`src/rtl/regfile_wb_ctrl_if.sv`:
```
// Writeback bus between the result producers (ALU, LSU) and the register file write port.
// The slave modport is the writeback controller; the master modport is the producers/consumer side.
interface regfile_wb_ctrl_if #(
  parameter int n       = 32,
  parameter int address = 5
);
  logic                    alu_valid_i;
  logic                    alu_ready_o;
  logic [address-1:0]      alu_addr_i;
  logic [n-1:0]            alu_data_i;
  logic                    lsu_valid_i;
  logic                    lsu_ready_o;
  logic [address-1:0]      lsu_addr_i;
  logic [n-1:0]            lsu_data_i;
  logic                    rd_wr_o;
  logic [address-1:0]      rd_addr_o;
  logic [n-1:0]            rd_data_o;
  logic [2**address-1:0]   pend_o;

  modport slave (
    input  alu_valid_i, alu_addr_i, alu_data_i,
    input  lsu_valid_i, lsu_addr_i, lsu_data_i,
    output alu_ready_o, lsu_ready_o,
    output rd_wr_o, rd_addr_o, rd_data_o, pend_o
  );

  modport master (
    output alu_valid_i, alu_addr_i, alu_data_i,
    output lsu_valid_i, lsu_addr_i, lsu_data_i,
    input  alu_ready_o, lsu_ready_o,
    input  rd_wr_o, rd_addr_o, rd_data_o, pend_o
  );
endinterface

```
`src/rtl/regfile_wb_ctrl.sv`:
```
// Register file writeback controller: ALU priority, LSU results buffered in a FIFO, starvation guard.
// Optional macro REGFILE_WB_STAT_EN adds the stall_cnt_o stall statistics counter.
module regfile_wb_ctrl #(
  parameter int n       = 32,
  parameter int address = 5,
  parameter int DEPTH   = 4,
  parameter int STARVE  = 8
) (
  input  logic              clk_i,
  input  logic              rst_i,
`ifdef REGFILE_WB_STAT_EN
  output logic [15:0]       stall_cnt_o,
  regfile_wb_ctrl_if.slave  bus
`else
  regfile_wb_ctrl_if.slave  bus
`endif
);
  localparam int PW   = $clog2(DEPTH);
  localparam int CW   = PW + 1;
  localparam int SW   = $clog2(STARVE) + 1;
  localparam int NREG = 2**address;

  typedef enum logic [1:0] {IDLE, COUNT, FORCE} state_t;

  state_t            state_reg, state_next;
  logic [SW-1:0]     starve_reg, starve_next;

  logic [address-1:0] fifo_addr [DEPTH];
  logic [n-1:0]       fifo_data [DEPTH];
  logic [PW-1:0]      rd_ptr_reg, wr_ptr_reg;
  logic [CW-1:0]      count_reg;

  logic               rd_wr_reg;
  logic [address-1:0] rd_addr_reg;
  logic [n-1:0]       rd_data_reg;

  logic fifo_ne, alu_ready, lsu_ready, alu_win, pop, push, enq;

  assign fifo_ne   = count_reg != '0;
  assign lsu_ready = count_reg < CW'(DEPTH);
  assign alu_ready = state_reg != FORCE;
  assign alu_win   = bus.alu_valid_i & alu_ready & (bus.alu_addr_i != '0);
  assign pop       = ~alu_win & fifo_ne;
  assign push      = bus.lsu_valid_i & lsu_ready;
  // Loads to r0 complete the handshake but never occupy a slot.
  assign enq       = push & (bus.lsu_addr_i != '0);

  assign bus.alu_ready_o = alu_ready;
  assign bus.lsu_ready_o = lsu_ready;

  always_ff @(posedge clk_i) begin
    if (enq) begin
      fifo_addr[wr_ptr_reg] <= bus.lsu_addr_i;
      fifo_data[wr_ptr_reg] <= bus.lsu_data_i;
    end
  end

  always_ff @(posedge clk_i or negedge rst_i) begin
    if (!rst_i) begin
      rd_ptr_reg <= '0;
      wr_ptr_reg <= '0;
      count_reg  <= '0;
    end else begin
      if (enq) wr_ptr_reg <= wr_ptr_reg + 1'b1;
      if (pop) rd_ptr_reg <= rd_ptr_reg + 1'b1;
      count_reg <= count_reg + CW'(enq) - CW'(pop);
    end
  end

  always_ff @(posedge clk_i or negedge rst_i) begin
    if (!rst_i) begin
      state_reg  <= IDLE;
      starve_reg <= '0;
    end else begin
      state_reg  <= state_next;
      starve_reg <= starve_next;
    end
  end

  // A forced cycle never has an ALU win, so it falls through to IDLE with the counter cleared.
  always_comb begin
    state_next  = IDLE;
    starve_next = '0;
    if (alu_win && fifo_ne) begin
      if (starve_reg == SW'(STARVE - 1)) begin
        state_next = FORCE;
      end else begin
        state_next  = COUNT;
        starve_next = starve_reg + 1'b1;
      end
    end
  end

  always_ff @(posedge clk_i or negedge rst_i) begin
    if (!rst_i) begin
      rd_wr_reg   <= 1'b0;
      rd_addr_reg <= '0;
      rd_data_reg <= '0;
    end else begin
      rd_wr_reg <= alu_win | pop;
      if (alu_win) begin
        rd_addr_reg <= bus.alu_addr_i;
        rd_data_reg <= bus.alu_data_i;
      end else if (pop) begin
        rd_addr_reg <= fifo_addr[rd_ptr_reg];
        rd_data_reg <= fifo_data[rd_ptr_reg];
      end
    end
  end

  assign bus.rd_wr_o   = rd_wr_reg;
  assign bus.rd_addr_o = rd_addr_reg;
  assign bus.rd_data_o = rd_data_reg;

  // A slot is live when its distance from the read pointer is below the occupancy.
  logic [NREG-1:0] slot_mask [DEPTH];
  for (genvar gi = 0; gi < DEPTH; gi++) begin : g_slot
    logic [PW-1:0] offset;
    assign offset        = PW'(gi) - rd_ptr_reg;
    assign slot_mask[gi] = ({1'b0, offset} < count_reg) ? (NREG'(1) << fifo_addr[gi]) : '0;
  end

  logic [NREG-1:0] pend;
  always_comb begin
    pend = '0;
    if (rd_wr_reg) pend[rd_addr_reg] = 1'b1;
    for (int i = 0; i < DEPTH; i++) pend = pend | slot_mask[i];
    pend[0] = 1'b0;
  end
  assign bus.pend_o = pend;

`ifdef REGFILE_WB_STAT_EN
  logic [15:0] stall_reg;
  logic [16:0] stall_sum;
  assign stall_sum = {1'b0, stall_reg}
                   + 17'(bus.lsu_valid_i & ~lsu_ready)
                   + 17'(bus.alu_valid_i & ~alu_ready);

  always_ff @(posedge clk_i or negedge rst_i) begin
    if (!rst_i) stall_reg <= '0;
    else        stall_reg <= stall_sum[16] ? 16'hFFFF : stall_sum[15:0];
  end
  assign stall_cnt_o = stall_reg;
`endif
endmodule

```
`src/flat_wrapper.sv`:
```
// flat-port wrapper written by rule: the top's interface ports become plain ports
module regfile_wb_ctrl_flat 
#(
  parameter int n       = 32,
  parameter int address = 5,
  parameter int DEPTH   = 4,
  parameter int STARVE  = 8
)
  (clk_i, rst_i, bus_alu_valid_i, bus_alu_addr_i, bus_alu_data_i, bus_lsu_valid_i, bus_lsu_addr_i, bus_lsu_data_i, bus_alu_ready_o, bus_lsu_ready_o, bus_rd_wr_o, bus_rd_addr_o, bus_rd_data_o, bus_pend_o);
  regfile_wb_ctrl_if #(.n(n), .address(address)) bus_i ();
  input  logic clk_i;
  input  logic rst_i;
  input wire logic [$bits(bus_i.alu_valid_i)-1:0] bus_alu_valid_i;
  input wire logic [$bits(bus_i.alu_addr_i)-1:0] bus_alu_addr_i;
  input wire logic [$bits(bus_i.alu_data_i)-1:0] bus_alu_data_i;
  input wire logic [$bits(bus_i.lsu_valid_i)-1:0] bus_lsu_valid_i;
  input wire logic [$bits(bus_i.lsu_addr_i)-1:0] bus_lsu_addr_i;
  input wire logic [$bits(bus_i.lsu_data_i)-1:0] bus_lsu_data_i;
  output wire logic [$bits(bus_i.alu_ready_o)-1:0] bus_alu_ready_o;
  output wire logic [$bits(bus_i.lsu_ready_o)-1:0] bus_lsu_ready_o;
  output wire logic [$bits(bus_i.rd_wr_o)-1:0] bus_rd_wr_o;
  output wire logic [$bits(bus_i.rd_addr_o)-1:0] bus_rd_addr_o;
  output wire logic [$bits(bus_i.rd_data_o)-1:0] bus_rd_data_o;
  output wire logic [$bits(bus_i.pend_o)-1:0] bus_pend_o;
  assign bus_i.alu_valid_i = bus_alu_valid_i;
  assign bus_i.alu_addr_i = bus_alu_addr_i;
  assign bus_i.alu_data_i = bus_alu_data_i;
  assign bus_i.lsu_valid_i = bus_lsu_valid_i;
  assign bus_i.lsu_addr_i = bus_lsu_addr_i;
  assign bus_i.lsu_data_i = bus_lsu_data_i;
  assign bus_alu_ready_o = bus_i.alu_ready_o;
  assign bus_lsu_ready_o = bus_i.lsu_ready_o;
  assign bus_rd_wr_o = bus_i.rd_wr_o;
  assign bus_rd_addr_o = bus_i.rd_addr_o;
  assign bus_rd_data_o = bus_i.rd_data_o;
  assign bus_pend_o = bus_i.pend_o;
  regfile_wb_ctrl #(.n(n), .address(address), .DEPTH(DEPTH), .STARVE(STARVE)) u_core (.clk_i(clk_i), .rst_i(rst_i), .bus(bus_i));
endmodule
```
`config.mk`:
```
export PLATFORM = sky130hd
export DESIGN_NAME = regfile_wb_ctrl_flat
export DESIGN_NICKNAME = d
export VERILOG_FILES = /design/src/rtl/regfile_wb_ctrl_if.sv /design/src/rtl/regfile_wb_ctrl.sv /design/src/flat_wrapper.sv
export SDC_FILE = /design/constraint.sdc
export NUM_CORES = 1
export LEC_CHECK = 0
export ABC_AREA = 0
export CORE_UTILIZATION = 40
export DETAILED_ROUTE_END_ITERATION = 6
export GPL_TIMING_DRIVEN = 1
export SLEW_MARGIN = 10
export SYNTH_ARGS = -nofsm -noshare
export SYNTH_HDL_FRONTEND = slang
export SYNTH_SLANG_ARGS = --single-unit
export TNS_END_PERCENT = 20
```
`constraint.sdc`:
```
create_clock -name clk_i -period 3.2 [get_ports clk_i]
set_clock_uncertainty 0.1 [all_clocks]
set_input_delay 0.64 -clock clk_i [delete_from_list [all_inputs] [get_ports clk_i]]
set_output_delay 0.64 -clock clk_i [all_outputs]
set_load 0.01 [all_outputs]
```
==> results.cfg <==
[outcome]
status = complete, but fails checks
violations = setup timing

[timing]
fin_setup_tns_ns = -0.0264
hold_viol_final = 0
tightest_slew_ns = 0.833
fmax_mhz = 311
setup_viol = 2
fin_ws_ns = -0.0192
rsz0062_at_grt = yes
period_share_pct = 101
slew_headroom_pct = 44.3
period_minus_slack_ns = 3.22
slew_viol_final = 0

[synthesis]
synth_cells = 750
synth_top_area_share_pct = 47.6
synth_async_sr_flop_share_pct = 25.6
synth-seq-cells = 199
syn_area_mm2 = 0.00934
synth_edf_count = 148
synth_flop_cell = edfxtp_1
yosysUniqueCellTypes = 46
avgSynthCellArea_um2 = 12.5
yosysWarnings = 0
ys_seq_area_share_pct = 61.2
synth_area_leaders = edfxtp_1 (48%), dfrtp_1 (14%), mux4_2 (8.9%)
yosys.cell_count.top_type = edfxtp_1
synth_nets = 840
yosys.area.top_type = edfxtp_1
synth_common_cells = edfxtp_1 (148), nand2_1 (107), nor2_1 (78)

[layout]
largest_reg_flops = 128
drive_above_1_share_pct = 22.2
top_register = u_core.fifo_data
fin_cells = 1255
nNetsFinal = 1019
syn2layout_area_growth_pct = 32.0
antenna_cells = 0

[detailed_routing]
drtIter0Drc = 511
drt_pre_antenna_iters = 5
drcViolationCount = 0
wl_per_cell_um = 20.8
ant_nets = 0
vias = 6998
viasPerCell = 5.58
finalWirelength_um = 26100

[pwr]
peakVddDrop_uv = 504
report.power.total_w = 0.0104
p_leak_nw = 4.44
power.density_mw_per_mm2 = 846

[run]
maxCapViolations = 0

[global_routing]
grt_pass1_vias = 7046
grt_pass1_wl_um = 40500
grt_max_degree = 42
track_usage_pct = 22.4
antenna_found_initial = 0
grt-ovfl-total = 0

[worst_setup_path]
worst_path_max_delay_cell = dfrtp_2
crit_start = u_core.rd_ptr_reg[1]
max_stage_delay_ns = 0.43
crit_path_start_kind = flip-flop
r2r-start = u_core.count_reg[2]
cp.arrival_ns = 2.48
critical_path_class = flip-flop to primary output
cp-end-kind = primary output
path_max_fanout = 8
required_ns = 2.46
cp_cell_sequence = xnor2_2 -> buf_4 -> ha_4 -> nand2b_1 -> o211a_4 -> buf_12 -> a22oi_2 -> nand3_1 -> dlygate4sd2_1

[placed_design]
dp_hpwl_um = 18000
io_buffers = 148
place.gp.congestion = 0.951
dp_cells = 1210

[clock_tree]
tritoncts = built
clockBufferDepth = 2
clkTransAtPathRegs_ns = 0.08
ctsHtreeMaxLevel = 4
cts.sinks = 199
numCtsBuffers = 17
clock_tree.root_cell = clkbuf_16
clk_latency_ns = 0.44
cts_hold_buf = 0

[die]
rows = 55
fp.dieW_um = 155
num_io_pins = 150
dieArea_mm2 = 0.0240
start_util_pct = 41.0
core_area_mm2 = 0.0228
die_y_um = 155

[worst_hold_path]
hold_class = input pin to asynchronous set/reset pin
-- metal layers --
layer | up-vias | track usage, % | part of all wire (%)
li1 | 3183 | - | -
met1 | 3465 | 30.2 | 43
met2 | 296 | 36.4 | 48
met3 | 54 | 3.81 | 5.8
met4 | 0 | 8.44 | 2.7
met5 | - | 0 | 0
-- repair_timing --
item                                    CTS  global route
resized for setup                       129            46
pin swaps                                11            21
gates cloned                              2             1
setup buffers                            10             2
endpoints found under the setup margin   31            31
-- stage by stage --
step                      utilization [%]  hold WS (ns)  cell area, µm²  setup WS, ns
final                                54.2         0.109           12300       -0.0192
after global placement               50.3         0.357           11500       -0.0204
after floorplan                         -         0.244            9340         0.182
after global routing                 54.2         0.134           12300        -0.107
after detailed placement             50.3         0.359           11500       -0.0959
after CTS                            53.8         0.111           12300       -0.0942
-- worst max-delay path: cells and delay by family, from the launching register on --
| family | cells | cell delay, ns |
|---|---|---|
| flops | 1 | 0.43 |
| simple gates | 2 | 0.19 |
| compound gates | 2 | 0.44 |
| xor+xnor | 1 | 0.15 |
| buf+inv | 3 | 0.57 |
| fa+ha+maj | 1 | 0.25 |
-- logic make-up after synthesis --
family,count (synthesis),synth area share [%]
buffers and inverters,55,2.48
flip-flops,199,61.2
adder cells (fa/ha/maj),12,1.69
multiplexers,37,8.92
AND/OR/NAND/NOR,324,16.0
XOR/XNOR,7,0.656
other,1,0.0401
AO/OA/AOI/OAI,115,8.96
-- where the power goes --
| part | internal [W] | leakage [nW] | switching (W) |
|---|---|---|---|
| Clock | 0.00105 | 0.278 | 0.00103 |
| Sequential | 0.00330 | 1.94 | 0.000337 |
| Combinational | 0.00223 | 2.22 | 0.00250 |
| Total | 0.00658 | 4.44 | 0.00387 |
-- cell type report --
type | count | area, µm²
fill | 1986 | 10400
sequential | 199 | 5720
multi-input combinational | 496 | 3670
timing repair buffer | 203 | 1910
clock buffer | 18 | 429
tap | 313 | 392
clock inverter | 14 | 160
inverter | 12 | 45.0
-- cells in the final DEF (no fill, tap or decap), drive strengths merged, types with 3 or more instances in the layout --
cell	instances
clkdlybuf4s50	116
xnor2	6
a31oi	36
nor2b	10
nand3	38
clkinv	7
buf	78
nand2b	28
nor2	78
clkbuf	26
nor3	34
edfxtp	148
or3	3
dfrtp	51
inv	17
ha	11
a211oi	3
o211ai	6
and2	7
nand2	107
a21oi	14
nand3b	3
nor4	8
mux4	37
o211a	4
a22oi	35
nor3b	3
a32oi	5
a2bb2oi	5
-- final timing paths --
kind                                             to  slack (ns)  cells past startpoint
max in group asynchronous  u_core.bus.rd_data_o[24]        2.06                      2
setup reg to reg                u_core.count_reg[2]        0.69                      9
hold reg to reg                u_core.starve_reg[0]        0.37                      1
setup / recovery                     bus_pend_o[23]       -0.02                      9
hold / removal                 u_core.starve_reg[3]        0.11                      1
min in group clk_i             u_core.starve_reg[0]        0.37                      1
Power figures use the tool's default switching activity.
